## config.mk

```make
export PLATFORM = sky130hd
export DESIGN_NAME = monitor_baterias_multicanal
export DESIGN_NICKNAME = d
export VERILOG_FILES = /design/src/rtl/monitor_baterias_multicanal_pkg.sv /design/src/rtl/monitor_baterias_canal.sv /design/src/rtl/monitor_baterias_multicanal.sv
export SDC_FILE = /design/constraint.sdc
export NUM_CORES = 1
export LEC_CHECK = 0
export ABC_AREA = 1
export CAP_MARGIN = 20
export CORE_UTILIZATION = 55
export DETAILED_ROUTE_END_ITERATION = 7
export PLACE_DENSITY = 0.84
export SLEW_MARGIN = 10
export SYNTH_ARGS = -nofsm -noshare
export SYNTH_HDL_FRONTEND = slang
export SYNTH_SLANG_ARGS = --single-unit
```

## constraint.sdc

```tcl
create_clock -name clk -period 3.36 [get_ports clk]
set_clock_uncertainty 0.15 [all_clocks]
set_input_delay 0.672 -clock clk [delete_from_list [all_inputs] [get_ports clk]]
set_output_delay 0.672 -clock clk [all_outputs]
set_load 0.05 [all_outputs]
```

## src/rtl/monitor_baterias_multicanal_pkg.sv

```systemverilog
// Shared definitions for the multichannel battery monitor: state encoding,
// default thresholds and the counter-width helper.
package monitor_baterias_multicanal_pkg;

  typedef enum logic [1:0] {
    NORMAL   = 2'd0,
    BAJANDO  = 2'd1,
    BAJA     = 2'd2,
    SUBIENDO = 2'd3
  } estado_t;

  localparam int unsigned NUM_BATERIAS_DEF  = 2;
  localparam int unsigned ANCHO_CARGA_DEF   = 4;
  localparam int unsigned UMBRAL_BAJO_DEF   = 3;
  localparam int unsigned UMBRAL_RECUP_DEF  = 5;
  localparam int unsigned CICLOS_FILTRO_DEF = 4;

  // Bits needed to hold values 0..valor-1; never less than 1.
  function automatic int unsigned clog2(input int unsigned valor);
    int unsigned r;
    int unsigned v;
    r = 0;
    v = (valor > 0) ? valor - 1 : 0;
    while (v > 0) begin
      r++;
      v = v >> 1;
    end
    return (r == 0) ? 1 : r;
  endfunction

endpackage

```

## src/rtl/monitor_baterias_canal.sv

```systemverilog
// Single battery channel: filtered low/recovered band FSM with hysteresis,
// discharged flag and sticky alarm cleared by acknowledge.
module canal_bateria
  import monitor_baterias_multicanal_pkg::*;
#(
  parameter int unsigned ANCHO_CARGA   = ANCHO_CARGA_DEF,
  parameter int unsigned UMBRAL_BAJO   = UMBRAL_BAJO_DEF,
  parameter int unsigned UMBRAL_RECUP  = UMBRAL_RECUP_DEF,
  parameter int unsigned CICLOS_FILTRO = CICLOS_FILTRO_DEF
) (
  input  logic                   clk,
  input  logic                   rst,
  input  logic [ANCHO_CARGA-1:0] carga,
  input  logic                   muestra_valida,
  input  logic                   reconocer,
  output logic                   advertencia_baja,
  output logic                   advertencia_descargada,
  output logic                   alarma_pendiente
);

  localparam int unsigned ANCHO_CNT = clog2(CICLOS_FILTRO + 1);
  localparam logic [ANCHO_CNT-1:0]   FILTRO_N = ANCHO_CNT'(CICLOS_FILTRO);
  localparam logic [ANCHO_CNT-1:0]   UNO_N    = ANCHO_CNT'(1);
  localparam logic [ANCHO_CARGA-1:0] BAJO_N   = ANCHO_CARGA'(UMBRAL_BAJO);
  localparam logic [ANCHO_CARGA-1:0] RECUP_N  = ANCHO_CARGA'(UMBRAL_RECUP);

  estado_t              estado, estado_sig;
  logic [ANCHO_CNT-1:0] cnt, cnt_sig, cnt_inc;
  logic                 es_bajo, es_recup, banda_baja_sig, entra_baja;

  assign es_bajo  = (carga <= BAJO_N);
  assign es_recup = (carga >= RECUP_N);
  assign cnt_inc  = (cnt == FILTRO_N) ? cnt : cnt + UNO_N;

  always_comb begin
    estado_sig = estado;
    cnt_sig    = cnt;
    if (muestra_valida) begin
      unique case (estado)
        NORMAL: begin
          if (es_bajo) begin
            cnt_sig    = UNO_N;
            estado_sig = (CICLOS_FILTRO == 1) ? BAJA : BAJANDO;
          end else begin
            cnt_sig = '0;
          end
        end
        BAJANDO: begin
          if (es_bajo) begin
            if (cnt_inc == FILTRO_N) begin
              estado_sig = BAJA;
              cnt_sig    = '0;
            end else begin
              cnt_sig = cnt_inc;
            end
          end else begin
            estado_sig = NORMAL;
            cnt_sig    = '0;
          end
        end
        BAJA: begin
          if (es_recup) begin
            cnt_sig    = UNO_N;
            estado_sig = (CICLOS_FILTRO == 1) ? NORMAL : SUBIENDO;
          end
        end
        SUBIENDO: begin
          if (es_recup) begin
            if (cnt_inc == FILTRO_N) begin
              estado_sig = NORMAL;
              cnt_sig    = '0;
            end else begin
              cnt_sig = cnt_inc;
            end
          end else begin
            estado_sig = BAJA;
            cnt_sig    = '0;
          end
        end
        default: begin
          estado_sig = NORMAL;
          cnt_sig    = '0;
        end
      endcase
    end
  end

  assign banda_baja_sig = (estado_sig == BAJA) || (estado_sig == SUBIENDO);
  // Only a fresh entry raises the alarm; falling back from SUBIENDO does not.
  assign entra_baja = muestra_valida && (estado_sig == BAJA) &&
                      ((estado == NORMAL) || (estado == BAJANDO));

  always_ff @(posedge clk or posedge rst) begin
    if (rst) begin
      estado                 <= NORMAL;
      cnt                    <= '0;
      advertencia_descargada <= 1'b0;
      alarma_pendiente       <= 1'b0;
    end else begin
      estado <= estado_sig;
      cnt    <= cnt_sig;
      if (muestra_valida)
        advertencia_descargada <= (carga == '0) && banda_baja_sig;
      if (entra_baja)
        alarma_pendiente <= 1'b1;
      else if (reconocer)
        alarma_pendiente <= 1'b0;
    end
  end

  assign advertencia_baja = (estado == BAJA) || (estado == SUBIENDO);

endmodule

```

## src/rtl/monitor_baterias_multicanal.sv

```systemverilog
// Multichannel battery monitor: one canal_bateria per packed reading plus a
// global OR of the sticky alarms.
module monitor_baterias_multicanal
  import monitor_baterias_multicanal_pkg::*;
#(
  parameter int unsigned NUM_BATERIAS  = NUM_BATERIAS_DEF,
  parameter int unsigned ANCHO_CARGA   = ANCHO_CARGA_DEF,
  parameter int unsigned UMBRAL_BAJO   = UMBRAL_BAJO_DEF,
  parameter int unsigned UMBRAL_RECUP  = UMBRAL_RECUP_DEF,
  parameter int unsigned CICLOS_FILTRO = CICLOS_FILTRO_DEF
) (
  input  logic                              clk,
  input  logic                              rst,
  input  logic [NUM_BATERIAS*ANCHO_CARGA-1:0] carga_baterias,
  input  logic                              muestra_valida,
  input  logic [NUM_BATERIAS-1:0]           reconocer,
  output logic [NUM_BATERIAS-1:0]           advertencia_baja,
  output logic [NUM_BATERIAS-1:0]           advertencia_descargada,
  output logic [NUM_BATERIAS-1:0]           alarma_pendiente,
  output logic                              alarma_global
);

  for (genvar i = 0; i < NUM_BATERIAS; i++) begin : g_canal
    canal_bateria #(
      .ANCHO_CARGA   (ANCHO_CARGA),
      .UMBRAL_BAJO   (UMBRAL_BAJO),
      .UMBRAL_RECUP  (UMBRAL_RECUP),
      .CICLOS_FILTRO (CICLOS_FILTRO)
    ) u_canal (
      .clk                    (clk),
      .rst                    (rst),
      .carga                  (carga_baterias[i*ANCHO_CARGA +: ANCHO_CARGA]),
      .muestra_valida         (muestra_valida),
      .reconocer              (reconocer[i]),
      .advertencia_baja       (advertencia_baja[i]),
      .advertencia_descargada (advertencia_descargada[i]),
      .alarma_pendiente       (alarma_pendiente[i])
    );
  end

  // OR of flop outputs: same timing as alarma_pendiente itself.
  assign alarma_global = |alarma_pendiente;

endmodule

```

==> summary.txt, run 1 <==
Total GRT Usage - 0.252
Synth warnings - 0
Buffer depth of the longest clock path - 2
Switch Pwr - 330 uW
Class of the most critical hold timing path - reg -> reg
Via count of the first global-routing pass - 908
Gate power share - 0.497
Hold buffer count at CTS - 0
Main combinational cell family by area after synthesis - simple AND/OR/NAND/NOR gates
Data required time of the worst path - 2.54 ns
Overflow after GRT - 0
Ratio of cells with drive above 1 in the final layout - 0.0828
Relative area change from synthesis to final layout - 17.6%
Synth Area in Simple Gates - 0.379
Max H-tree Level - 1
Most common cell after layout, fill and taps aside - sky130_fd_sc_hd__nand2_1
Mapped cell area - 1050 um^2
Final count of hold timing violations - 0
Share of the cycle needed by the critical path after routing - 0.709
Min-Delay Path Depth - 2
Worst reg-to-reg setup slack - 1.61 ns
Count of nets left with antenna violations after detail routing - 0
Total Nets Final - 188
Unrepaired setup endpoints after global routing - no
Peak supply drop - 0.000340 V
Clock latency on the worst-skew pair - 0.29 ns
Depth of the worst register-to-register path - 11
Sequential fraction of the synthesis area - 0.335
Power density of the placed cells - 566 nW/um^2
Detailed-placement wirelength estimate - 1790 um
Startpoint of the tightest hold check path - g_canal[0].u_canal.advertencia_descargada
Full die area - 2080 um^2
Antenna violations before repair - 0
Count of buffers from port buffering - 19
Internal power component - 367 uW
Summed area of non-filler cells in the final layout - 1230 um^2
Max_cap viols - 0
Vertical die dimension - 45.6 um
Total inserted antenna cells - 0
Residual DRC - 0
Endpoint arrival time on the critical path - 1.56 ns
Largest delay share family, worst path - buffers and inverters
Xor and xnor fraction of the mapped netlist area - 0.00836
Fraction of power spent switching nets - 0.473
Adder-cell area share of the yosys netlist - 0.0478
Worst r2r src - g_canal[0].u_canal.cnt[0]
Post-CTS Setup Repair Bufs - 0
Worst-case headroom to the max-slew limit - 0.655
Number of cells in the finished layout apart from fillers - 194
Synth Area in Compound Gates - 0.0753
Standby leakage power - 0.622 nW
Power share of the sequential group - 0.361
Achievable frequency - 0.419 GHz
Initial Utilization - 0.594
Clock tree from TritonCTS - yes
Wirelength, routed - 2270 um
Delay of the slowest cell on the worst path - 0.83 ns
Buf/Inv on CP - 1
Number of cells upsized or downsized after cts - 0
Outcome - complete, no violations
Placed instance area - 1210 um^2
Cells along the critical path - clkdlybuf4s50_1
Number of search-and-repair iterations in the first detailed-routing pass - 4
Vias per std cell - 5.20
Vias post-DR - 1008
Max Transition Viols Final - 0
Minimum period implied by the final worst setup slack - 2.38 ns
Global-route wire length before repair - 3710 um
Destination of the worst register-to-register timing path - g_canal[0].u_canal.advertencia_descargada
Cell count after placement - 191
Worst Max-Slew Pin Slew - 0.517 ns
Net count after synthesis - 173
Root Driver - sky130_fd_sc_hd__clkbuf_4
Mean cell area of the mapped netlist - 6.71 um^2
Total I/O pin count - 20
Maximum number of pins on one net before global-route repair - 15
Part of the power in the clock network - 0.142
Setup Crit Path Kind - reg -> out
Chip Width - 45.6 um
#FFs+latches synth - 14
Startpoint types - flip-flop
Iteration-0 DRC count of the detailed router - 40
Clock Sink Count - 14
Distinct cell type count of the synthesized netlist - 24
Critical Path End Type - output port
Mux share of post-synthesis cell area - 0
Routed length per instance - 11.7 um
Cell Rows - 15
Post-CTS clock slew at the launch and capture registers of the worst setup and hold paths - 0.09 ns
Leading cell types in the layout, fill and taps excluded - 39 x sky130_fd_sc_hd__nand2_1, 26 x sky130_fd_sc_hd__inv_1, 19 x sky130_fd_sc_hd__clkdlybuf4s50_1, 16 x sky130_fd_sc_hd__nand3_1, 15 x sky130_fd_sc_hd__nor2_1
Maximum fanout count along the critical path - 6
Worst path depth - 1
Area of the core region - 1760 um^2
Worst path slowest cell - sky130_fd_sc_hd__clkdlybuf4s50_1
Worst Hold Endpoint - g_canal[0].u_canal.advertencia_descargada
Synth Instances - 156
Number of buffers inserted during clock tree synthesis - 3
Final setup violation count - 0
Setup TNS - 0 ns
Gpl congestion - 0.853
## state kept, by name, summed over array words and instances, names as in the netlist
register                                count
g_canal.u_canal.cnt                         6
g_canal.u_canal.estado                      4
g_canal.u_canal.advertencia_descargada      2
g_canal.u_canal.alarma_pendiente            2
## power by group through the flow
stage / Sequential (mW) / Combinational [mW] / Clock, mW
after global routing: 0.257 / 0.391 / 0.108
after CTS: 0.250 / 0.344 / 0.0984
after floorplan: 0.241 / 0.275 / 0
after detailed placement: 0.253 / 0.342 / 0
after global placement: 0.251 / 0.327 / 0
final: 0.252 / 0.347 / 0.0988
## through the flow
stage | util | setup slack [ns] | hold WS [ns] | power (mW)
after global placement | 0.685 | 1.14 | 0.328 | 0.578
after floorplan | - | 1.79 | 0.300 | 0.517
after detailed placement | 0.685 | 1.12 | 0.320 | 0.595
after global routing | 0.698 | 0.908 | 0.363 | 0.756
after CTS | 0.698 | 0.982 | 0.344 | 0.692
final | 0.698 | 0.976 | 0.345 | 0.697
## routing by layer
layer | GRT usage | part of all wire | wire length [um]
met1 | 0.298 | 0.43 | 982
met5 | 0 | 0 | 0
met2 | 0.426 | 0.48 | 1090
met3 | 0.0635 | 0.062 | 140
met4 | 0.115 | 0.023 | 53
## layout make-up
type / instances / area (um^2)
clock buffer: 3 / 22.5
fill: 148 / 533
inverter: 27 / 103
multi-input combinational: 106 / 534
sequential: 14 / 350
tap: 25 / 31.3
timing repair buffer: 19 / 190
## worst max-delay path by stage
stage	to	slack (ns)	from
finish	advertencia_baja[1]	0.98	g_canal[1].u_canal.estado[1]
global route	advertencia_baja[0]	0.91	g_canal[0].u_canal.estado[1]
CTS	alarma_global	0.98	g_canal[1].u_canal.alarma_pendiente
detailed placement	g_canal[0].u_canal.advertencia_descargada	1.12	muestra_valida
global placement	g_canal[0].u_canal.advertencia_descargada	1.14	muestra_valida
floorplan	g_canal[0].u_canal.alarma_pendiente	1.79	carga_baterias[3]
## logic make-up after synthesis
group	after synthesis
AOI/OAI and AO/OA	13
xor gates and xnor gates	1
adders and majority gates	4
buffers and inverters	36
DFF	14
and+or+nand+nor	88
## synthesized netlist by cell type
cell | count | share of area
sky130_fd_sc_hd__nand2_1 | 39 | 0.14
sky130_fd_sc_hd__inv_1 | 26 | 0.093
sky130_fd_sc_hd__nand3_1 | 16 | 0.076
sky130_fd_sc_hd__nor2_1 | 15 | 0.054
sky130_fd_sc_hd__dfrtp_1 | 14 | 0.33
sky130_fd_sc_hd__buf_4 | 7 | 0.050
sky130_fd_sc_hd__nand2_2 | 6 | 0.036
sky130_fd_sc_hd__nand4_1 | 6 | 0.036
sky130_fd_sc_hd__ha_1 | 4 | 0.048
sky130_fd_sc_hd__o21ai_0 | 4 | 0.019
sky130_fd_sc_hd__nor3_1 | 3 | 0.014
sky130_fd_sc_hd__a31oi_1 | 2 | 0.012
sky130_fd_sc_hd__clkbuf_1 | 2 | 0.0072
sky130_fd_sc_hd__o21ai_1 | 2 | 0.0096
sky130_fd_sc_hd__a21oi_1 | 1 | 0.0048
sky130_fd_sc_hd__a21oi_2 | 1 | 0.0084
sky130_fd_sc_hd__a22oi_1 | 1 | 0.0072
sky130_fd_sc_hd__clkinv_2 | 1 | 0.0048
sky130_fd_sc_hd__nor2_2 | 1 | 0.0060
sky130_fd_sc_hd__nor2_4 | 1 | 0.011
sky130_fd_sc_hd__o221ai_1 | 1 | 0.0084
sky130_fd_sc_hd__o22ai_1 | 1 | 0.0060
sky130_fd_sc_hd__or2_2 | 1 | 0.0060
sky130_fd_sc_hd__xnor2_1 | 1 | 0.0084
Power figures use the tool's default switching activity.
==> inputs of run 2 (changes only) <==
CORE_UTILIZATION = 46   (was 55)
PLACE_DENSITY = 0.75   (was 0.84)
clock period = 2.1 ns   (was 3.36 ns; I/O delays follow)
==> run 2 against run 1 <==
Net effect:
- count of clock-buffer cells in the layout unchanged
- power up 57%
- first-iteration DRC count down 68%
- global-route usage down 4.9 points
- flip-flop and latch count unchanged
- die area up 19%
- cell area up 0.20%
- largest cell class unchanged
- critical path depth unchanged
- critical path type unchanged
==> summary.txt, run 2 (synthesized netlist as in run 1, its figures left out) <==
Outcome - complete, no violations
Count of nets left with antenna violations after detail routing - 0
Final count of hold timing violations - 0
Setup Crit Path Kind - reg -> out
Buf/Inv on CP - 1
Multi-input combinational cell area - 534 um^2
Number of buffers inserted during clock tree synthesis - 3
Total I/O pin count - 20
Buffer depth of the longest clock path - 2
Number of search-and-repair iterations in the first detailed-routing pass - 4
Class of the most critical hold timing path - in -> async
Max_cap viols - 0
Cell Rows - 16
Initial Utilization - 0.513
Setup TNS - 0 ns
Worst Max-Slew Pin Slew - 0.526 ns
Global-route wire length before repair - 3870 um
Number of fill cells - 211
Achievable frequency - 0.495 GHz
Clock latency on the worst-skew pair - 0.28 ns
Destination of the worst register-to-register timing path - g_canal[0].u_canal.alarma_pendiente
Delay of the slowest cell on the worst path - 0.80 ns
Hold buffer count at CTS - 0
Gpl congestion - 0.832
Antenna violations before repair - 0
Total Nets Final - 189
Max Transition Viols Final - 0
Register name with the most flops - g_canal.u_canal.cnt
Largest registers - g_canal.u_canal.cnt: 6 flops, g_canal.u_canal.estado: 4 flops
Vias per std cell - 5.16
Full die area - 2470 um^2
Count of buffers from port buffering - 19
Largest delay share family, worst path - buffers and inverters
Max H-tree Level - 1
Share of the cycle needed by the critical path after routing - 0.961
Chip Width - 49.7 um
Minimum period implied by the final worst setup slack - 2.02 ns
Vertical die dimension - 49.7 um
Root Driver - sky130_fd_sc_hd__clkbuf_4
Worst path slowest cell - sky130_fd_sc_hd__clkdlybuf4s50_1
Pwr Total - 1.09 mW
Overflow after GRT - 0
Relative area change from synthesis to final layout - 17.8%
Cells along the critical path - clkdlybuf4s50_1
Routed length per instance - 11.1 um
Most common cell after layout, fill and taps aside - sky130_fd_sc_hd__nand2_1
Iteration-0 DRC count of the detailed router - 13
Clock tree from TritonCTS - yes
Endpoint arrival time on the critical path - 1.45 ns
Critical Path End Type - output port
Hold Slack - 0.327 ns
Unrepaired setup endpoints after global routing - no
Ratio of cells with drive above 1 in the final layout - 0.106
Leading cell types in the layout, fill and taps excluded - 39 x sky130_fd_sc_hd__nand2_1, 26 x sky130_fd_sc_hd__inv_1, 16 x sky130_fd_sc_hd__nand3_1, 16 x sky130_fd_sc_hd__clkdlybuf4s50_1, 15 x sky130_fd_sc_hd__nor2_1
Number of cells upsized or downsized after cts - 0
Residual DRC - 0
Final setup violation count - 0
Standby leakage power - 0.631 nW
Worst-case headroom to the max-slew limit - 0.649
Maximum number of pins on one net before global-route repair - 15
Worst reg-to-reg setup slack - 0.42 ns
Area of the core region - 2040 um^2
Sequential cell area - 350 um^2
Vias post-DR - 1016
Via count of the first global-routing pass - 956
Power density of the placed cells - 887 nW/um^2
Total GRT Usage - 0.203
Post-CTS clock slew at the launch and capture registers of the worst setup and hold paths - 0.09 ns
Flip-flop count of the largest register after layout - 6
Startpoint types - flip-flop
Detailed-placement wirelength estimate - 1720 um
Depth of the worst register-to-register path - 11
Maximum fanout count along the critical path - 2
Post-CTS Setup Repair Bufs - 0
Total inserted antenna cells - 0
Worst r2r src - g_canal[0].u_canal.cnt[0]
Critical path startpoint - g_canal[0].u_canal.alarma_pendiente
Clock Sink Count - 14
Peak supply drop - 0.000572 V
Data required time of the worst path - 1.53 ns
Wirelength, routed - 2180 um
run 2: cell types whose count changed in the layout (fill, tap and decap cells not counted):
cell / delta
sky130_fd_sc_hd__clkdlybuf4s50_1: -3
sky130_fd_sc_hd__buf_4: +4
run 2: cell type report:
type,instances,area share
inverters,27,0.0832
clock buffers,3,0.0183
multi-input cells,106,0.433
flip-flops and latches,14,0.284
well taps,27,0.0274
repair buffers,20,0.154
run 2: where the power goes:
group	switching, mW	internal, mW	total [mW]	leakage (nW)
Combinational	0.351	0.187	0.537	0.439
Clock	0.0884	0.0665	0.155	0.0138
Sequential	0.0724	0.329	0.402	0.178
Total	0.512	0.582	1.09	0.631
run 2: routing by layer:
metal	vias up	share of wire	GRT usage
met4	0	0.0096	0.0667
met5	-	0	0
met3	6	0.026	0.0185
li1	520	-	-
met1	467	0.46	0.267
met2	23	0.50	0.347
run 2: worst max-delay path by stage:
stage,slack (ns),end,depth (start not counted)
floorplan,0.58,g_canal[1].u_canal.advertencia_descargada,11
global placement,0.20,g_canal[0].u_canal.alarma_pendiente,10
detailed placement,0.17,g_canal[0].u_canal.alarma_pendiente,10
CTS,0.07,alarma_pendiente[0],1
global route,0.05,advertencia_descargada[0],1
finish,0.08,alarma_pendiente[0],1
run 2: per-stage QoR:
step | utilization | setup slack (ns) | cell area, um^2 | instances
after floorplan | - | 0.580 | 1050 | 156
after global placement | 0.593 | 0.202 | 1210 | 194
after detailed placement | 0.593 | 0.173 | 1210 | 194
after CTS | 0.604 | 0.0667 | 1230 | 197
after global routing | 0.604 | 0.0484 | 1230 | 197
final | 0.604 | 0.0814 | 1230 | 197
==> inputs of run 3 (changes only) <==
CORE_UTILIZATION = 54   (was 46)
CTS_BUF_LIST = sky130_fd_sc_hd__clkbuf_2 sky130_fd_sc_hd__clkbuf_4 sky130_fd_sc_hd__clkbuf_8   (was unset)
PLACE_DENSITY = 0.82   (was 0.75)
SYNTH_HIERARCHICAL = 1   (was unset)
clock period = 1.9 ns   (was 2.1 ns; I/O delays follow)
==> run 3 against run 2 <==
Net effect:
- utilization up 12 points
- critical path depth is 8 higher
- non-clock buffer count stayed put
- worst setup slack improved by 0.12 ns
- area after synthesis rose by 4.8%
- largest cell class unchanged
- largest power group unchanged
- highest routed layer is now met3
==> summary.txt, run 3 <==
Antenna violations before repair - 0
Distinct cell type count of the synthesized netlist - 19
Pwr Total - 1.64 mW
Minimum period implied by the final worst setup slack - 1.70 ns
Cell count after placement - 210
Achievable frequency - 0.588 GHz
Vertical die dimension - 47.1 um
Count of buffers from port buffering - 19
Vias per std cell - 4.80
Number of buffers inserted during clock tree synthesis - 3
Hold buffer count at CTS - 0
Gpl congestion - 0.828
Gate power share - 0.594
Setup Crit Path Kind - reg -> reg
Global-route wire length before repair - 3550 um
Max_cap viols - 0
Worst Setup Slack post-DPL - 0.109 ns
Cell Rows - 15
Number of fill cells - 158
Ratio of cells with drive above 1 in the final layout - 0.239
Synth warnings - 6
Flip-flop count of the largest register after layout - 6
Maximum fanout count along the critical path - 4
Wirelength, routed - 2130 um
Final setup violation count - 0
Startpoint types - flip-flop
Maximum number of pins on one net before global-route repair - 8
Summed area of non-filler cells in the final layout - 1320 um^2
Setup TNS - 0 ns
Leading cell types in the layout, fill and taps excluded - 35 x sky130_fd_sc_hd__nand2_1, 30 x sky130_fd_sc_hd__inv_1, 18 x sky130_fd_sc_hd__nor2_1, 14 x sky130_fd_sc_hd__dfrtp_1, 12 x sky130_fd_sc_hd__clkdlybuf4s50_1
Cell taking the most area after synthesis - sky130_fd_sc_hd__dfrtp_1
Routed length per instance - 10.0 um
Vias post-DR - 1022
#FFs+latches synth - 14
Post-CTS Setup Repair Bufs - 0
Share of the cycle needed by the critical path after routing - 0.896
Final count of hold timing violations - 0
Buffer depth of the longest clock path - 2
Mean cell area of the mapped netlist - 6.57 um^2
Internal power component - 821 uW
Async S/R FF share, synth - 1.00
Clock Sink Count - 14
Area of the core region - 1820 um^2
Fraction of power spent switching nets - 0.501
Post-CTS clock slew at the launch and capture registers of the worst setup and hold paths - 0.08 ns
Data required time of the worst path - 1.92 ns
Endpoint arrival time on the critical path - 1.72 ns
Outcome - complete, no violations
Number of search-and-repair iterations in the first detailed-routing pass - 4
Iteration-0 DRC count of the detailed router - 18
Register name with the most flops - g_canal.u_canal/cnt
Full die area - 2220 um^2
Max Transition Viols Final - 0
Power density of the placed cells - 1240 nW/um^2
Class of the most critical hold timing path - in -> async
Sequential fraction of the synthesis area - 0.319
Largest registers - g_canal.u_canal/cnt: 6 flops, g_canal.u_canal/estado: 4 flops
Root Driver - sky130_fd_sc_hd__clkbuf_4
Detailed-placement wirelength estimate - 1770 um
Synth Instances - 167
Most common library cells after synthesis - 35 x sky130_fd_sc_hd__nand2_1, 30 x sky130_fd_sc_hd__inv_1, 18 x sky130_fd_sc_hd__nor2_1, 14 x sky130_fd_sc_hd__dfrtp_1
Total Nets Final - 207
Cell with the most instances after synthesis - sky130_fd_sc_hd__nand2_1
Hold Slack - 0.210 ns
Overflow after GRT - 0
Net count after synthesis - 184
Chip Width - 47.1 um
Total GRT Usage - 0.225
Part of the power in the clock network - 0.100
Total inserted antenna cells - 0
Peak supply drop - 0.000843 V
Worst Max-Slew Pin Slew - 0.289 ns
Worst-case headroom to the max-slew limit - 0.807
Number of cells in the finished layout apart from fillers - 213
Final Core Density - 0.727
Mapped cell area - 1100 um^2
Most instantiated flip-flop cell in the synthesis netlist - sky130_fd_sc_hd__dfrtp_1
Count of nets left with antenna violations after detail routing - 0
Total I/O pin count - 20
Relative area change from synthesis to final layout - 20.6%
Standby leakage power - 0.718 nW
Initial Utilization - 0.603
Top post-synthesis cells by area - sky130_fd_sc_hd__dfrtp_1 32%, sky130_fd_sc_hd__nand2_1 12%, sky130_fd_sc_hd__inv_1 10%
Power share of the sequential group - 0.307
Clock latency on the worst-skew pair - 0.27 ns
Number of cells upsized or downsized after cts - 0
Placed instance area - 1300 um^2
Clock tree from TritonCTS - yes
Min setup slack post-route - 0.198 ns
Yosys top cell area share - 0.319
Number of enable-type register cells in the synthesized netlist - 0
Residual DRC - 0
Switch Pwr - 823 uW
Max H-tree Level - 1
Critical Path End Type - flip-flop
Most common cell after layout, fill and taps aside - sky130_fd_sc_hd__nand2_1
Via count of the first global-routing pass - 927
Unrepaired setup endpoints after global routing - no
-- run 3: final timing paths --
check / from / to / slack, ns / cells past startpoint
worst max-delay path: g_canal[0].u_canal/cnt[0] / g_canal[0].u_canal/alarma_pendiente / 0.20 / 9
worst min-delay path: rst / g_canal[0].u_canal/cnt[2] / 0.21 / 2
worst max register to register: g_canal[0].u_canal/cnt[0] / g_canal[0].u_canal/alarma_pendiente / 0.20 / 9
worst min register to register: g_canal[0].u_canal/advertencia_descargada / g_canal[0].u_canal/advertencia_descargada / 0.34 / 2
max in group asynchronous: rst / g_canal[1].u_canal/advertencia_descargada / 1.16 / 2
min in group clk: g_canal[0].u_canal/advertencia_descargada / g_canal[0].u_canal/advertencia_descargada / 0.34 / 2
-- run 3: logic make-up after synthesis --
group,Yosys count,synth area share
simple gates,89,0.375
buf+inv,42,0.144
compound gates,18,0.116
flops,14,0.319
fa+ha+maj,4,0.0456
-- run 3: metal layers --
layer  vias up  wire length [um]  GRT usage
met5         -                 0          0
met4         0                 0      0.114
met3         0                34     0.0154
met2        14              1080      0.414
met1       453              1020      0.262
li1        555                 -          -
-- run 3: layout make-up --
class	count	area (um^2)	share of cell area
Sequential cell	14	350	0.265
Clock buffer	3	22.5	0.0170
Multi-Input combinational cell	111	589	0.445
Inverter	40	150	0.113
Timing Repair Buffer	20	180	0.136
Tap cell	25	31.3	0.0236
-- run 3: critical path, stage by stage (launching register included) --
cell and delay [ns]:
sky130_fd_sc_hd__dfrtp_1 0.42, sky130_fd_sc_hd__inv_2 0.06, sky130_fd_sc_hd__ha_1 0.33, sky130_fd_sc_hd__nand3b_1 0.17
sky130_fd_sc_hd__nor2_1 0.14, sky130_fd_sc_hd__nand2_1 0.08, sky130_fd_sc_hd__nand2_2 0.07, sky130_fd_sc_hd__nand2_2 0.06
sky130_fd_sc_hd__nand2_1 0.06, sky130_fd_sc_hd__nand2_1 0.04
-- run 3: power by group through the flow --
stage | Clock [mW] | Sequential (mW) | Combinational (mW)
2_1_floorplan | 0 | 0.563 | 0.678
4_1_cts | 0.170 | 0.502 | 0.975
3_5_place_dp | 0 | 0.505 | 0.973
5_1_grt | 0.185 | 0.518 | 1.09
6_report | 0.164 | 0.504 | 0.976
3_3_place_gp | 0 | 0.502 | 0.936
